$ cat config.mk
export PLATFORM = sky130hd
export DESIGN_NAME = mc_control_fsm
export DESIGN_NICKNAME = d
export VERILOG_FILES = /design/src/rtl/mc_defs_pkg.sv /design/src/rtl/mc_wait_timer.sv /design/src/rtl/mc_control_fsm.sv
export SDC_FILE = /design/constraint.sdc
export NUM_CORES = 1
export LEC_CHECK = 0
export CAP_MARGIN = 20
export CELL_PAD_IN_SITES_DETAIL_PLACEMENT = 1
export CELL_PAD_IN_SITES_GLOBAL_PLACEMENT = 2
export CORE_MARGIN = 5
export CORE_UTILIZATION = 24
export CTS_CLUSTER_DIAMETER = 40
export DETAILED_ROUTE_END_ITERATION = 10
export PLACE_DENSITY_LB_ADDON = 0.1
export SETUP_SLACK_MARGIN = 0.1
export SLEW_MARGIN = 40
export SYNTH_ARGS = -nofsm -noshare
export SYNTH_HDL_FRONTEND = slang
export SYNTH_HIERARCHICAL = 1
export SYNTH_SLANG_ARGS = --single-unit
$ cat constraint.sdc
create_clock -name clk -period 3.5 [get_ports clk]
set_clock_uncertainty 0.15 [all_clocks]
set_input_delay 0.525 -clock clk [delete_from_list [all_inputs] [get_ports clk]]
set_output_delay 0.525 -clock clk [all_outputs]
set_load 0.03 [all_outputs]
$ cat src/rtl/mc_defs_pkg.sv
// -----------------------------------------------------------------------------
// mc_defs_pkg
// Shared definitions for the multi-cycle controller: state encodings, the
// opcode constants recognised in DECODE, and the select encodings driven onto
// the datapath muxes (alu_src_b, alu_op, pc_source).
// -----------------------------------------------------------------------------
package mc_defs_pkg;

  localparam int unsigned WAIT_CNT_W = 8;

  typedef enum logic [3:0] {
    S_FETCH     = 4'd0,
    S_DECODE    = 4'd1,
    S_MEM_ADDR  = 4'd2,
    S_MEM_READ  = 4'd3,
    S_MEM_WB    = 4'd4,
    S_MEM_WRITE = 4'd5,
    S_EXECUTE   = 4'd6,
    S_ALU_WB    = 4'd7,
    S_BRANCH    = 4'd8,
    S_JUMP      = 4'd9,
    S_ADDI_EXEC = 4'd10,
    S_ADDI_WB   = 4'd11
  } state_t;

  localparam logic [5:0] OP_RTYPE = 6'h00;
  localparam logic [5:0] OP_LW    = 6'h23;
  localparam logic [5:0] OP_SW    = 6'h2B;
  localparam logic [5:0] OP_BEQ   = 6'h04;
  localparam logic [5:0] OP_ADDI  = 6'h08;
  localparam logic [5:0] OP_J     = 6'h02;

  localparam logic [1:0] SRCB_RT      = 2'b00;
  localparam logic [1:0] SRCB_FOUR    = 2'b01;
  localparam logic [1:0] SRCB_IMM     = 2'b10;
  localparam logic [1:0] SRCB_IMM_SH2 = 2'b11;

  localparam logic [1:0] ALUOP_ADD   = 2'b00;
  localparam logic [1:0] ALUOP_SUB   = 2'b01;
  localparam logic [1:0] ALUOP_FUNCT = 2'b10;

  localparam logic [1:0] PCSRC_ALU    = 2'b00;
  localparam logic [1:0] PCSRC_ALUOUT = 2'b01;
  localparam logic [1:0] PCSRC_JUMP   = 2'b10;

  // States that sit on the shared memory port waiting for mem_ready.
  function automatic logic is_wait_state(input state_t s);
    return (s == S_FETCH) || (s == S_MEM_READ) || (s == S_MEM_WRITE);
  endfunction

  function automatic logic opcode_legal(input logic [5:0] op);
    return (op == OP_RTYPE) || (op == OP_LW) || (op == OP_SW) ||
           (op == OP_BEQ) || (op == OP_ADDI) || (op == OP_J);
  endfunction

endpackage

$ cat src/rtl/mc_wait_timer.sv
// -----------------------------------------------------------------------------
// mc_wait_timer
// Counts consecutive cycles a memory wait state sees mem_ready=0 and flags the
// cycle in which the tolerance is used up.
// Ports:
//   clk, reset  clock, asynchronous active-high reset
//   clear       zero the count (state change or abort); wins over enable
//   enable      a wait state saw mem_ready=0 this cycle
//   timeout     enable is high and the count already sits at MEM_WAIT_MAX-1
// -----------------------------------------------------------------------------
module mc_wait_timer
  import mc_defs_pkg::*;
#(
  parameter int unsigned MEM_WAIT_MAX = 15
) (
  input  logic clk,
  input  logic reset,
  input  logic clear,
  input  logic enable,
  output logic timeout
);

  localparam logic [WAIT_CNT_W-1:0] CNT_LAST = WAIT_CNT_W'(MEM_WAIT_MAX - 1);

  logic [WAIT_CNT_W-1:0] wait_cnt;

  assign timeout = enable && (wait_cnt == CNT_LAST);

  // A timeout always arrives with clear, so the count never passes CNT_LAST.
  always_ff @(posedge clk or posedge reset) begin
    if (reset) begin
      wait_cnt <= '0;
    end else if (clear) begin
      wait_cnt <= '0;
    end else if (enable) begin
      wait_cnt <= wait_cnt + 1'b1;
    end
  end

endmodule

$ cat src/rtl/mc_control_fsm.sv
// -----------------------------------------------------------------------------
// mc_control_fsm
// Main controller of the multi-cycle datapath. Sequences fetch, decode,
// execute, memory and writeback and drives every datapath select/strobe.
// Memory accesses wait on mem_ready with a bounded timeout (MEM_WAIT_MAX).
// Ports:
//   clk, reset          clock, asynchronous active-high reset
//   opcode              IR[31:26], looked at only in DECODE
//   mem_ready           memory completes the current access this cycle
//   pc_write, pc_write_cond, i_or_d, mem_read, mem_write, ir_write,
//   mem_to_reg, reg_dst, reg_write, alu_src_a, alu_src_b, alu_op, pc_source
//                       datapath selects and strobes
//   instr_done          pulse in the final cycle of a retired instruction
//   illegal_op          pulse: unknown opcode in DECODE
//   mem_error           pulse: memory wait timed out, instruction aborted
//   state_dbg           current state encoding
// -----------------------------------------------------------------------------
module mc_control_fsm
  import mc_defs_pkg::*;
#(
  parameter int unsigned MEM_WAIT_MAX = 15
) (
  input  logic       clk,
  input  logic       reset,
  input  logic [5:0] opcode,
  input  logic       mem_ready,
  output logic       pc_write,
  output logic       pc_write_cond,
  output logic       i_or_d,
  output logic       mem_read,
  output logic       mem_write,
  output logic       ir_write,
  output logic       mem_to_reg,
  output logic       reg_dst,
  output logic       reg_write,
  output logic       alu_src_a,
  output logic [1:0] alu_src_b,
  output logic [1:0] alu_op,
  output logic [1:0] pc_source,
  output logic       instr_done,
  output logic       illegal_op,
  output logic       mem_error,
  output logic [3:0] state_dbg
);

  state_t state;
  state_t state_nxt;
  logic   store_op;   // lw/sw choice remembered from DECODE
  logic   wait_en;
  logic   timeout;
  logic   cnt_clear;

  assign wait_en   = is_wait_state(state) && !mem_ready;
  assign cnt_clear = (state_nxt != state) || timeout;
  assign state_dbg = state;

  mc_wait_timer #(
    .MEM_WAIT_MAX (MEM_WAIT_MAX)
  ) u_wait_timer (
    .clk     (clk),
    .reset   (reset),
    .clear   (cnt_clear),
    .enable  (wait_en),
    .timeout (timeout)
  );

  always_comb begin
    state_nxt = state;
    case (state)
      S_FETCH:     if (mem_ready) state_nxt = S_DECODE;
      S_DECODE: begin
        case (opcode)
          OP_RTYPE:     state_nxt = S_EXECUTE;
          OP_LW, OP_SW: state_nxt = S_MEM_ADDR;
          OP_BEQ:       state_nxt = S_BRANCH;
          OP_ADDI:      state_nxt = S_ADDI_EXEC;
          OP_J:         state_nxt = S_JUMP;
          default:      state_nxt = S_FETCH;
        endcase
      end
      S_MEM_ADDR:  state_nxt = store_op ? S_MEM_WRITE : S_MEM_READ;
      S_MEM_READ:  if (mem_ready) state_nxt = S_MEM_WB;
      S_MEM_WRITE: if (mem_ready) state_nxt = S_FETCH;
      S_EXECUTE:   state_nxt = S_ALU_WB;
      S_ADDI_EXEC: state_nxt = S_ADDI_WB;
      S_MEM_WB, S_ALU_WB, S_BRANCH, S_JUMP, S_ADDI_WB:
                   state_nxt = S_FETCH;
      default:     state_nxt = S_FETCH;
    endcase
    // Timeout aborts; in FETCH this is a refetch that keeps the state.
    if (timeout) state_nxt = S_FETCH;
  end

  always_ff @(posedge clk or posedge reset) begin
    if (reset) begin
      state    <= S_FETCH;
      store_op <= 1'b0;
    end else begin
      state <= state_nxt;
      if (state == S_DECODE) store_op <= (opcode == OP_SW);
    end
  end

  // Moore decode; only FETCH and MEM_WRITE strobes look at mem_ready.
  always_comb begin
    pc_write      = 1'b0;
    pc_write_cond = 1'b0;
    i_or_d        = 1'b0;
    mem_read      = 1'b0;
    mem_write     = 1'b0;
    ir_write      = 1'b0;
    mem_to_reg    = 1'b0;
    reg_dst       = 1'b0;
    reg_write     = 1'b0;
    alu_src_a     = 1'b0;
    alu_src_b     = SRCB_RT;
    alu_op        = ALUOP_ADD;
    pc_source     = PCSRC_ALU;
    instr_done    = 1'b0;
    illegal_op    = 1'b0;
    case (state)
      S_FETCH: begin
        mem_read  = 1'b1;
        alu_src_b = SRCB_FOUR;
        ir_write  = mem_ready;
        pc_write  = mem_ready;
      end
      S_DECODE: begin
        alu_src_b  = SRCB_IMM_SH2;
        illegal_op = !opcode_legal(opcode);
      end
      S_MEM_ADDR, S_ADDI_EXEC: begin
        alu_src_a = 1'b1;
        alu_src_b = SRCB_IMM;
      end
      S_MEM_READ: begin
        mem_read = 1'b1;
        i_or_d   = 1'b1;
      end
      S_MEM_WB: begin
        mem_to_reg = 1'b1;
        reg_write  = 1'b1;
        instr_done = 1'b1;
      end
      S_MEM_WRITE: begin
        mem_write  = 1'b1;
        i_or_d     = 1'b1;
        instr_done = mem_ready;
      end
      S_EXECUTE: begin
        alu_src_a = 1'b1;
        alu_op    = ALUOP_FUNCT;
      end
      S_ALU_WB: begin
        reg_dst    = 1'b1;
        reg_write  = 1'b1;
        instr_done = 1'b1;
      end
      S_BRANCH: begin
        alu_src_a     = 1'b1;
        alu_op        = ALUOP_SUB;
        pc_write_cond = 1'b1;
        pc_source     = PCSRC_ALUOUT;
        instr_done    = 1'b1;
      end
      S_JUMP: begin
        pc_write   = 1'b1;
        pc_source  = PCSRC_JUMP;
        instr_done = 1'b1;
      end
      S_ADDI_WB: begin
        reg_write  = 1'b1;
        instr_done = 1'b1;
      end
      default: ;
    endcase
    mem_error = timeout;
    // Reset suppresses every strobe at once, so nothing half-completes.
    if (reset) begin
      pc_write      = 1'b0;
      pc_write_cond = 1'b0;
      ir_write      = 1'b0;
      reg_write     = 1'b0;
      mem_read      = 1'b0;
      mem_write     = 1'b0;
      instr_done    = 1'b0;
      illegal_op    = 1'b0;
      mem_error     = 1'b0;
    end
  end

endmodule

## Word level (Yosys, flattened, before mapping)

Index checks and enable logic that the tools add are counted.

| storage, ports and cells | value |
|---|---|
| output and inout bits | 23 |
| input bits | 9 |
| word-level logic and storage cells | 77 |
| flip-flop bits (word level) | 13 |

| cells by class | value |
|---|---|
| multiplexer cells | 33 |
| $add $sub $neg | 1 |
| reduce and logical (&&, ||, !) cells | 22 |
| equal/unequal tests | 18 |

Operators with widths:

| cell | count |
|---|---|
| $pmux W4 S7 | 1 |
| $pmux W4 S5 | 1 |
| $mux W1 | 19 |
| $eq A4 B3 Y1 const B | 4 |
| $eq A4 B4 Y1 const B | 4 |
| $mux W4 | 4 |
| $mux W8 | 2 |
| $eq A6 B6 Y1 const B | 2 |
| $add A8 B1 Y8 const B | 1 |
| $eq A4 B2 Y1 const B | 2 |
| $eq A8 B4 Y1 const B | 1 |
| $logic_or A1 B1 Y1 | 8 |
| $pmux W2 S2 | 2 |
| $reduce_or A2 Y1 | 4 |
| $eq A6 B2 Y1 const B | 1 |
| $eq A6 B3 Y1 const B | 1 |
| $eq A6 B4 Y1 const B | 1 |
| $logic_not A6 Y1 | 1 |
| $pmux W2 S3 | 1 |
| $reduce_or A5 Y1 | 1 |
| $eq A4 B1 Y1 const B | 1 |
| $logic_not A4 Y1 | 1 |
| $ne A4 B4 Y1 | 1 |
| $pmux W1 S2 | 2 |
| 6 further kinds | 8 |

## Longest topological paths before layout

| logic depth | value |
|---|---|
| depth in word-level cells | 9 |
| mapped depth | 19 |
| mapped depth without buffers | 15 |

## By module

The synthesis kept the hierarchy.

By module, submodules not included:

| module | times used | cells an instance | area an instance (um^2) |
|---|---|---|---|
| mc_control_fsm | 1 | 116 | 779.5 |
| mc_wait_timer | 1 | 43 | 425.4 |

## Least setup slack after synthesis

OpenSTA, ideal clock, no wires.

| path | value |
|---|---|
| path type | reg-to-reg |
| from | register state[1], in the netlist state_dbg[1] |
| to | register u_wait_timer.wait_cnt[7] |
| cell stages (with the launch flop) | 20 |
| path slack | -0.153 ns |
| setup time | 0.077 ns |
| clock period less this slack | 3.653 ns |
| arrival | 3.426 ns |
| path buffers | 4 |
| cells stage by stage | dfrtp_1 buf_6 nand2b_1 clkbuf_1 nand2_1 nor2_1 a21oi_1 nor3_1 buf_4 nand4_1 nor2_1 or2_1 a21oi_1 a21oi_1 o21ai_0 nand4_1 buf_4 o211ai_1 or4_1 a21oi_1 |

| on the way | value |
|---|---|
| word-level cells in the longest chain between the ends | 9 |

Ends and longest elaborated chain:

| element | line | source |
|---|---|---|
| start: declaration | mc_control_fsm.sv:46 | `state_t state;` |
| start signal: assignment | mc_control_fsm.sv:99 | `state <= state_nxt;` |
| $eq A4 B2 Y1 or $logic_not A4 Y1 (tied branches) | mc_defs_pkg.sv:48 | `return (s == S_FETCH) \|\| (s == S_MEM_READ) \|\| (s == S_MEM_WRITE);` |
| $logic_or A1 B1 Y1 | mc_defs_pkg.sv:48 |  |
| $logic_or A1 B1 Y1 (*) | mc_defs_pkg.sv:48 |  |
| $logic_and A1 B1 Y1 (*) | mc_control_fsm.sv:53 | `assign wait_en = is_wait_state(state) && !mem_ready;` |
| net wait_en | mc_control_fsm.sv:49 | `logic wait_en;` |
| $logic_and A1 B1 Y1 (*) | mc_wait_timer.sv:27 | `assign timeout = enable && (wait_cnt == CNT_LAST);` |
| net timeout | mc_control_fsm.sv:50 | `logic timeout;` |
| $mux W4 | mc_control_fsm.sv:91 | `if (timeout) state_nxt = S_FETCH;` |
| $ne A4 B4 Y1 | mc_control_fsm.sv:54 | `assign cnt_clear = (state_nxt != state) \|\| timeout;` |
| $logic_or A1 B1 Y1 (*) | mc_control_fsm.sv:54 |  |
| net cnt_clear | mc_control_fsm.sv:51 | `logic cnt_clear;` |
| $mux W8 or $reduce_bool A2 Y1 (tied branches) | n/a |  |
| end signal: assignment | mc_wait_timer.sv:36 | `wait_cnt <= wait_cnt + 1'b1;` |
| end: declaration | mc_wait_timer.sv:25 | `logic [WAIT_CNT_W-1:0] wait_cnt;` |

The timed path passes the listed nets; every way through them passes the cells marked *.
A chain may end at the register's enable or synchronous reset.

## Final worst setup path

| path | value |
|---|---|
| from | input port opcode[1] |
| to | output port illegal_op |

| on the way | value |
|---|---|
| word-level cells in the longest chain between the ends | 9 |

Ends and longest elaborated chain:

| element | line | source |
|---|---|---|
| start: declaration | mc_control_fsm.sv:25 | `input logic [5:0] opcode,` |
| $eq A6 B6 Y1 or $logic_not A6 Y1 (tied branches) | mc_defs_pkg.sv:52 | `return (op == OP_RTYPE) \|\| (op == OP_LW) \|\| (op == OP_SW) \|\|` |
| $logic_or A1 B1 Y1 (3 in series) | mc_defs_pkg.sv:52 |  |
| $logic_or A1 B1 Y1 | mc_defs_pkg.sv:53 | `(op == OP_BEQ) \|\| (op == OP_ADDI) \|\| (op == OP_J);` |
| $logic_or A1 B1 Y1 (*) | mc_defs_pkg.sv:53 |  |
| $logic_not A1 Y1 (*) | mc_control_fsm.sv:130 | `illegal_op = !opcode_legal(opcode);` |
| $mux W1 (*) | mc_control_fsm.sv:121 | `case (state)` |
| $mux W1 (*) | mc_control_fsm.sv:179 | `if (reset) begin` |
| end: declaration | mc_control_fsm.sv:41 | `output logic illegal_op,` |

Every way passes the cells marked *; elsewhere a longest branch is shown, timed or not.

==> flow_metrics.env <==
export IMPL_core_area_um2=4790
export IMPL_syn2layout_area_growth_pct=42.5
export IMPL_cts_path_max_buffers=2
export IMPL_drive_gt1_frac=0.195
export IMPL_multi_input_area_um2=782
export IMPL_relSlewSlack=0.639
export IMPL_numCtsBuffers=3
export IMPL_antenna_cells=0
export IMPL_hold_class="reg -> reg"
export IMPL_timing_rr_end="u_wait_timer/wait_cnt[7]$_DFFE_PP0P_"
export IMPL_fp_row_count=25
export IMPL_grt_pass1_wl_um=6850
export IMPL_grt_pass1_vias=1360
export IMPL_tritoncts="built"
export IMPL_maxSlewViolCount=0
export IMPL_first_pass_iters=4
export IMPL_root_buffer="clkbuf_8"
export IMPL_crit_chain="clkdlybuf4s50_1, nor4_1, nor2b_1, o311a_1, clkdlybuf4s50_1"
export IMPL_die_y_um=80.9
export IMPL_synthArstFlopShare=1.00
export IMPL_finalCriticalPeriod_ps=3260
export IMPL_cts_clk_slew_worst_paths_ps=60
export IMPL_synth_edf_count=0
export IMPL_grt_total_usage=0.135
export IMPL_rsz0062_at_grt="no"
export IMPL_worstPathRequired_ps=2820
export IMPL_syn_mean_instance_area_um2=7.58
export IMPL_fillers=586
export IMPL_grt_max_degree=15
export IMPL_placed_area_um2=1630
export IMPL_r2r_start="state_dbg[1]$_DFF_PP0_"
export IMPL_fmax_mhz=307
export IMPL_ys_warn_count=6
export IMPL_ir_worst_vdd_mv=0.243
export IMPL_io_buffers=31
export IMPL_synth_cell_types=45
export IMPL_grt_overflow=0
export IMPL_stdcell_count=267
export IMPL_ioPinCount=32
export IMPL_fin_crit_sh=0.930
export IMPL_postSynthCellCount=159
export IMPL_crit_fanout=8
export IMPL_ys_flop_type="dfrtp_1"
export IMPL_vias=1362
export IMPL_wl_per_cell_um=16.1
export IMPL_cp_endpoint="illegal_op"
export IMPL_cp_common_cell="clkdlybuf4s50_1"
export IMPL_rr_worst_depth=15
export IMPL_end_kind="output pin"
export IMPL_setup_tns_final_ps=0
export IMPL_pre_cts_ws_ps=67.8
export IMPL_synth_area_leaders="dfrtp_1, nor2_1, a21oi_1"
export IMPL_ys_ff_latch=13
export IMPL_finalHoldViolations=0
export IMPL_final_util=0.359
export IMPL_post_route_drc_count=0
export IMPL_antenna_found_initial=0
export IMPL_avgViaCountPerCell=5.10
export IMPL_dp_cells=259
export IMPL_worstPathArrival_ps=2580
export IMPL_crit_type="in -> out"
export IMPL_leakagePower_nw=0.654
export IMPL_crit_path_start_kind="primary input"
export IMPL_start_util=0.252
export IMPL_powerDensity_nw_per_um2=540
export IMPL_status="finished clean"
export IMPL_yosysSeqAreaShare=0.270
export IMPL_setup_viol=0
export IMPL_power_mw=0.927
export IMPL_yosys_area_top_type="dfrtp_1"
export IMPL_synthesis_area_um2=1200
export IMPL_post_dp_hpwl_um=3380
export IMPL_reg2reg_setup_slack_ps=360
export IMPL_cpPeakStageDelay_ps=590
export IMPL_clock_latency_ps=240
export IMPL_worst_pin_slew_ps=542
export IMPL_crit_slowest_cell="clkdlybuf4s50_1"
export IMPL_critPathLaunch="opcode[1]"
export IMPL_hold_slack_ps=436
export IMPL_fin_ws_ps=244
export IMPL_place_congestion=0.798
export IMPL_cts_num_sinks=13
export IMPL_maxCapViolations=0
export IMPL_final_area_um2=1720
export IMPL_final_nets=212
export IMPL_seq_area_um2=328
export IMPL_syn_nets=170
export IMPL_routed_wirelength_um=4300
export IMPL_netlist_area_leader_share=0.270
export IMPL_die_area_um2=6540
export IMPL_drtAntennaViolNets=0
export IMPL_htree_num_levels=1
export IMPL_drtIter0Drc=89
export IMPL_die_x_um=80.9
## kinds of logic after synthesis
kind of cell	Yosys count	synth area share
simple gates	72	0.316
compound gates	43	0.232
buf+inv	20	0.0924
flops	13	0.270
xor+xnor	6	0.0436
mux	3	0.0260
fa+ha+maj	2	0.0208
## power breakdown
part | switching [mW] | internal, mW | leakage (nW)
registers | 0.0371 | 0.170 | 0.176
logic | 0.332 | 0.252 | 0.453
clock network | 0.0574 | 0.0787 | 0.0255
total | 0.426 | 0.501 | 0.654
## per-layer routing
layer  routed length (um)  global-route usage  vias to the layer above
met5                    0                   0                        -
met4                   12              0.0152                        0
met3                  233              0.0277                        2
met2                 1990               0.227                       31
met1                 2070               0.182                      668
li1                     -                   -                      661
## cells in the mapped netlist (all sizes together), types with 2 or more instances
| library cell | n |
|---|---|
| o21ai | 10 |
| o22a | 2 |
| nand2b | 6 |
| nand2 | 9 |
| xnor2 | 2 |
| or4 | 2 |
| mux2i | 2 |
| buf | 8 |
| o31ai | 3 |
| a21oi | 14 |
| or3 | 2 |
| inv | 7 |
| nor3 | 10 |
| nor2 | 23 |
| nor2b | 3 |
| ha | 2 |
| o211ai | 2 |
| or2 | 2 |
| xor2 | 4 |
| nor4 | 4 |
| a211oi | 4 |
| dfrtp | 13 |
| nand3 | 2 |
| clkbuf | 5 |
| nand4 | 5 |
## what timing repair did
action,4_1_cts,5_1_grt
pin swaps,0,1
setup buffers,0,4
gates cloned,0,0
hold endpoints to repair,0,0
gates resized for setup,1,2
hold buffers,0,0
setup endpoints to repair,1,2
## cells in the final DEF, fill, tap and decap left out, types with 2 or more instances in the layout
master,instances
clkdlybuf4s50_1,30
nor2_1,22
buf_4,20
a21oi_1,13
dfrtp_1,11
nand2_1,9
nor3_1,8
o21ai_0,8
nand2b_1,6
inv_1,6
nand4_1,5
nor4_1,4
a211oi_1,4
xor2_1,4
nor2b_1,3
o31ai_1,3
clkbuf_8,3
xnor2_1,2
nor3_2,2
o21ai_1,2
o22a_1,2
mux2i_1,2
o211ai_1,2
dfrtp_2,2
or3_2,2
ha_1,2
## sequential cells by signal, summed over array words and instances (netlist names)
signal and flops:
store_op 1, state_dbg 4, u_wait_timer/wait_cnt 8
## worst min path at each step
stage | from | to | slack [ps] | cells after the start
after floorplan | reset | u_wait_timer/wait_cnt[0]$_DFFE_PP0P_ | 190 | 1
after global placement | u_wait_timer/wait_cnt[7]$_DFFE_PP0P_ | u_wait_timer/wait_cnt[7]$_DFFE_PP0P_ | 420 | 2
after detailed placement | u_wait_timer/wait_cnt[7]$_DFFE_PP0P_ | u_wait_timer/wait_cnt[7]$_DFFE_PP0P_ | 430 | 2
after CTS | u_wait_timer/wait_cnt[7]$_DFFE_PP0P_ | u_wait_timer/wait_cnt[7]$_DFFE_PP0P_ | 440 | 2
after global routing | u_wait_timer/wait_cnt[7]$_DFFE_PP0P_ | u_wait_timer/wait_cnt[7]$_DFFE_PP0P_ | 470 | 2
final | u_wait_timer/wait_cnt[7]$_DFFE_PP0P_ | u_wait_timer/wait_cnt[7]$_DFFE_PP0P_ | 440 | 2
## critical path: cells and delay by family
kind                   cells  cell delay [ps]
and+or+nand+nor            2              640
buffers and inverters      2             1120
AOI/OAI and AO/OA          1              290
## final cells by class
cell class                      instances  area share
Tap cell                               67      0.0488
Multi-Input combinational cell        126       0.456
Sequential cell                        13       0.191
Clock inverter                          1     0.00292
Clock buffer                            3      0.0241
Timing Repair Buffer                   50       0.262
Inverter                                7      0.0153
No activity file was read; power rests on OpenSTA's default activity.
